$ cat src/rtl/cic_integ_decim_if.sv
// Sample stream into and decimated stream out of the CIC integrator/decimator.
// The master side drives samples in; the slave side is the filter itself.
interface cic_integ_decim_if #(
  parameter int unsigned Win  = 16,
  parameter int unsigned Wout = 25
);
  logic                   val_in;
  logic signed [Win-1:0]  data_in;
  logic                   val_out;
  logic signed [Wout-1:0] data_out;

  modport master (output val_in, data_in, input val_out, data_out);
  modport slave  (input val_in, data_in, output val_out, data_out);
endinterface

$ cat src/rtl/cic_integ_decim.sv
// N-stage pipelined integrator chain followed by a decimate-by-R output register.
// All sums wrap modulo 2^Wout; the downstream comb cascade cancels the wrap.
module cic_integ_decim #(
  parameter int unsigned Win  = 16,
  parameter int unsigned N    = 3,
  parameter int unsigned R    = 8,
  parameter int unsigned Wout = 25
) (
  input  logic                clk,
  input  logic                rst,
  cic_integ_decim_if.slave    bus
);

  localparam int unsigned CW = (R > 1) ? $clog2(R) : 1;

  logic [Wout-1:0] acc_q [N];
  logic [Wout-1:0] acc_d [N];
  logic [CW-1:0]   cnt_q, cnt_d;
  logic            val_out_q, val_out_d;
  logic [Wout-1:0] data_out_q, data_out_d;
  logic [Wout-1:0] ext_c;

  assign ext_c = {{(Wout-Win){bus.data_in[Win-1]}}, bus.data_in};

  // Each stage adds the previous stage's registered value, giving one sample of delay per stage.
  always_comb begin
    acc_d      = acc_q;
    cnt_d      = cnt_q;
    val_out_d  = 1'b0;
    data_out_d = data_out_q;
    if (bus.val_in) begin
      acc_d[0] = acc_q[0] + ext_c;
      for (int i = 1; i < int'(N); i++) begin
        acc_d[i] = acc_q[i] + acc_q[i-1];
      end
      if (cnt_q == CW'(R - 1)) begin
        cnt_d      = '0;
        val_out_d  = 1'b1;
        data_out_d = acc_d[N-1];
      end else begin
        cnt_d = cnt_q + CW'(1);
      end
    end
  end

  always_ff @(posedge clk) begin
    if (rst) begin
      for (int i = 0; i < int'(N); i++) begin
        acc_q[i] <= '0;
      end
      cnt_q      <= '0;
      val_out_q  <= 1'b0;
      data_out_q <= '0;
    end else begin
      for (int i = 0; i < int'(N); i++) begin
        acc_q[i] <= acc_d[i];
      end
      cnt_q      <= cnt_d;
      val_out_q  <= val_out_d;
      data_out_q <= data_out_d;
    end
  end

  assign bus.val_out  = val_out_q;
  assign bus.data_out = data_out_q;

endmodule

$ cat src/flat_wrapper.sv
// flat-port wrapper written by rule: the top's interface ports become plain ports
module cic_integ_decim_flat 
#(
  parameter int unsigned Win  = 16,
  parameter int unsigned N    = 3,
  parameter int unsigned R    = 8,
  parameter int unsigned Wout = 25
)
  (clk, rst, bus_val_in, bus_data_in, bus_val_out, bus_data_out);
  cic_integ_decim_if #(.Win(Win), .Wout(Wout)) bus_i ();
  input  logic clk;
  input  logic rst;
  input wire logic [$bits(bus_i.val_in)-1:0] bus_val_in;
  input wire logic [$bits(bus_i.data_in)-1:0] bus_data_in;
  output wire logic [$bits(bus_i.val_out)-1:0] bus_val_out;
  output wire logic [$bits(bus_i.data_out)-1:0] bus_data_out;
  assign bus_i.val_in = bus_val_in;
  assign bus_i.data_in = bus_data_in;
  assign bus_val_out = bus_i.val_out;
  assign bus_data_out = bus_i.data_out;
  cic_integ_decim #(.Win(Win), .N(N), .R(R), .Wout(Wout)) u_core (.clk(clk), .rst(rst), .bus(bus_i));
endmodule
$ cat config.mk
export PLATFORM = sky130hd
export DESIGN_NAME = cic_integ_decim_flat
export DESIGN_NICKNAME = d
export VERILOG_FILES = /design/src/rtl/cic_integ_decim_if.sv /design/src/rtl/cic_integ_decim.sv /design/src/flat_wrapper.sv
export SDC_FILE = /design/constraint.sdc
export NUM_CORES = 1
export LEC_CHECK = 0
export BUFFER_PORTS_ARGS = -buffer_cell sky130_fd_sc_hd__buf_2
export CAP_MARGIN = 20
export CORE_ASPECT_RATIO = 0.8
export CORE_MARGIN = 4
export CORE_UTILIZATION = 50
export DETAILED_ROUTE_END_ITERATION = 7
export GPL_ROUTABILITY_DRIVEN = 0
export PLACE_DENSITY = 0.75
export SYNTH_ARGS = -nofsm -noshare
export SYNTH_HDL_FRONTEND = slang
export SYNTH_SLANG_ARGS = --single-unit
$ cat constraint.sdc
create_clock -name clk -period 2.82 [get_ports clk]
set_input_delay 0.141 -clock clk [delete_from_list [all_inputs] [get_ports clk]]
set_output_delay 0.141 -clock clk [all_outputs]
set_load 0.03 [all_outputs]
Yosys cells after proc, flatten, opt, wreduce, memory -nomap -nowiden

Cells that the tools add are included.

Reduce and logical (&&, ||, !) cells: 2
Bitwise operators: 1
Multiplexer cells: 2
Add/sub/neg operators: 4
Eq/ne operators: 1

Operators with widths:

| cell                                                           | count |
|---|---|
| 25-bit adder                                                   | 3 |
| 3-bit by 1-bit adder with 3-bit output (second input constant) | 1 |
| 3-bit equality test (second input constant)                    | 1 |
| 3-bit two-way mux                                              | 1 |
| 2-bit AND reduction                                            | 1 |
| 2-bit OR reduction                                             | 1 |
| 1-bit two-way mux                                              | 1 |
| 1-bit inverter                                                 | 1 |

Register bits after elaboration: 104
Bits of input ports: 19
Output and inout bits: 26

Depth between registers and ports, before layout

Depth in word-level cells: 2
Mapped depth: 10
Depth with buffers taken out: 10

Least setup slack after synthesis

OpenSTA, ideal clock, no wires.

Kind: reg-to-reg
From: register u_core.acc_q[0] (netlist name)
To: register u_core.acc_q[22] (netlist name)
Path slack: 0.081 ns
Arrival: 2.617 ns
Buffers on the path: 0
Stages on the path, launching flop included: 11
Library setup time: 0.122 ns
Cell sequence: dfxtp_1 -> ha_1 -> fa_1 -> a211oi_1 -> o211ai_1 -> a31oi_1 -> nor2_1 -> a41o_1 -> a31o_2 -> mux2i_1 -> a311o_1

Longest elaborated chain between the ends: 1

Ends and longest elaborated chain:

| item                             | line                  | RTL |
|---|---|---|
| start: declaration               | cic_integ_decim.sv:16 | `logic [Wout-1:0] acc_q [N];` |
| start signal: indexed assignment | cic_integ_decim.sv:56 | `acc_q[i] <= acc_d[i];` |
| 25-bit adder                     | cic_integ_decim.sv:34 | `acc_d[i] = acc_q[i] + acc_q[i-1];` |

No other way between the ends.
A chain may end at the register's enable or synchronous reset.

Final worst setup path

From: register u_core.acc_q[26] (netlist name)
To: register u_core.acc_q[44] (netlist name)

Same word-level chain as after synthesis.

==> flow_summary.ini <==
[cells_and_area]
area_growth_pct = 10.9
seqCellArea_um2 = 2080
multi_input_area_um2 = 5150
antennaDiodeCount = 0
final_cell_area_um2 = 8250
nets = 1044
drive_above_1_share = 0.116
n_fill_cell = 1331

[sta]
period_share = 0.975
worst_clock_skew_ns = 0.00714
relSlewSlack = 0.520
whs_ns = 0.151
period_minus_slack_ns = 2.75
finalHoldViolations = 0
worst_pin_slew_ns = 0.711
fmax_mhz = 364
final_max_slew_viol_count = 0
finalSetupTns_ns = 0
finalSetupViolCount = 0
layout_setup_ws_ns = 0.0701

[drt]
routed_wl_mm = 17.4
drt_iter0_drc = 367
firstDrtPassIters = 5
vias = 6652
vias_per_cell = 5.85
drtAntennaViolNets = 0
route.detailed.drc = 0
wl_per_cell_um = 15.3

[worst_setup_path]
reg2reg_to = u_core.acc_q[44]
ff2ff_path_depth = 10
rrSetupSlack_ns = 0.07
cp_data_arrival_time_ns = 3.05
critPathRequiredTime_ns = 3.12
endpoint_kind = flip-flop
path_max_fanout = 3
crit_path_start_kind = flip-flop
rr_startpoint = u_core.acc_q[26]
worstSetupPathType = reg -> reg

[worst_hold_path]
holdPathEnd = u_core.acc_q[50]
hold_path.class = in -> reg
hold_start = bus_data_in[0]
hold_path_depth = 4

[synthesis]
syn_avg_cell_area_um2 = 8.16
synth_cells = 912
synth-edff-count = 0
ys.flop_type = dfxtp_1
synth_top_area_frac = 0.280
synth_seq_cells = 104
synth_most_common_cell = dfxtp_1
yosys.cell_types.count = 67
yosys-top-cells-area = dfxtp_1 (28%), ha_1 (12%), mux2i_1 (6.7%)
ys_seq_area_frac = 0.280
synth.largest_area_cell = dfxtp_1
synthTopCellsByCount = dfxtp_1 (104), nor2_1 (98), a21oi_1 (83), nand2_1 (81), ha_1 (74)
syn_area_um2 = 7440
synthArstFlopShare = 0
ys_warn_count = 0
synthesis.nets = 1008

[clocking]
cts.path.max_buffers = 2
cts_buffers = 9
insertion_delay_ns = 0.36
clock-sinks = 104
htreeDepth = 3
clk_pin_slew_worst_paths_ns = 0.07
ctsHoldBuffers = 0
tritoncts = yes
clk_root_buffer_cell = clkbuf_16

[global_routing]
grt_use_total = 0.209
antenna_found_initial = 0
grt_pass1_vias = 6010
grt_overflow_total = 0
grt_pass1_wl_mm = 29.2
grt_max_degree = 65

[placement]
dp_slack_ns = -0.0364
post_dp_cell_area_um2 = 7910
port_buffers = 44
hpwlAfterDp_mm = 13.0

[die]
initial_utilization = 0.515
io_pins = 45
die_area_um2 = 16900
die_x_um = 144
fp.dieH_um = 117
coreArea_um2 = 14400
rows = 39

[status]
status = completed

[power]
vdd_ir_drop_max_uv = 305
power_density_nw_per_um2 = 547
leakagePower_nw = 3.86

[run]
cap_viol_max_count = 0
-- cell type report --
class,instances,area share
Clock buffer,12,0.0299
Clock inverter,4,0.00364
Inverter,22,0.0100
Multi-Input combinational cell,740,0.624
Sequential cell,104,0.252
Tap cell,184,0.0279
Timing Repair Buffer,71,0.0519
-- through the flow --
stage | utilization | total power, mW | cells
final | 0.571 | 4.52 | 1137
after global routing | 0.571 | 4.80 | 1137
after CTS | 0.567 | 4.51 | 1135
after detailed placement | 0.547 | 3.33 | 1119
after global placement | 0.547 | 3.29 | 1119
after floorplan | - | 2.97 | 912
-- worst max-delay path: stages (launching register included) --
cell,delay (ns)
dfxtp_1,0.34
buf_4,0.16
ha_1,0.30
a211oi_1,0.22
o21bai_1,0.17
o211ai_2,0.23
o21ai_2,0.10
a311o_1,0.39
a21o_1,0.23
a2111oi_1,0.40
nand3b_1,0.15
-- what timing repair did --
action,in CTS,in global routing
pin swaps,0,13
setup endpoints to repair,3,13
setup buffers,0,2
gates resized for setup,2,15
-- sequential cells by signal (all words and copies together), names as in the netlist --
| signal | count |
|---|---|
| u_core.cnt_q | 3 |
| u_core.acc_q | 75 |
| u_core.bus.data_out | 25 |
| u_core.bus.val_out | 1 |
-- power breakdown --
| group | switching [mW] | internal [mW] | leakage, nW | total, mW |
|---|---|---|---|---|
| sequential | 0.149 | 1.61 | 0.848 | 1.76 |
| combinational | 0.895 | 0.684 | 2.88 | 1.58 |
| clock | 0.553 | 0.625 | 0.133 | 1.18 |
-- layout by cell type (no fill, tap or decap), drive strengths merged, types with 22 or more instances in the layout --
cell    Yosys  routed
mux2i      50      50
a21oi      84      84
dfxtp     104     104
nor2       98      98
ha         74      74
nand2      81      81
a211oi     22      22
nor3       26      26
a21o       31      31
o21ai      35      35
nand3      25      25
xnor2      37      37
buf        13      71
-- cells by family after synthesis --
kind of cell,Yosys count,share of synthesized area
AO/OA/AOI/OAI,254,0.227
XOR/XNOR,54,0.0654
adder cells (fa/ha/maj),77,0.133
buffers and inverters,68,0.0350
flip-flops,104,0.280
multiplexers,52,0.0703
AND/OR/NAND/NOR,303,0.190
-- worst max-delay path by stage --
stage | endpoint | start | cells past startpoint | slack [ns]
after floorplan | u_core.acc_q[22] | u_core.acc_q[0] | 10 | 0.08
final | u_core.acc_q[44] | u_core.acc_q[26] | 10 | 0.07
after global placement | u_core.acc_q[22] | u_core.acc_q[0] | 10 | -0.005
after global routing | u_core.acc_q[45] | u_core.acc_q[50] | 12 | -0.03
after detailed placement | u_core.acc_q[22] | u_core.acc_q[0] | 10 | -0.04
after CTS | u_core.acc_q[22] | u_core.acc_q[0] | 10 | -0.01
-- per-layer routing --
metal,global-route usage,up-vias,wire [um]
met2,0.297,181,6920
li1,-,3412,-
met1,0.325,3044,9210
met5,0,-,0
met3,0.0406,15,1040
met4,0.0510,0,219
(Power assumes the default switching activity.)
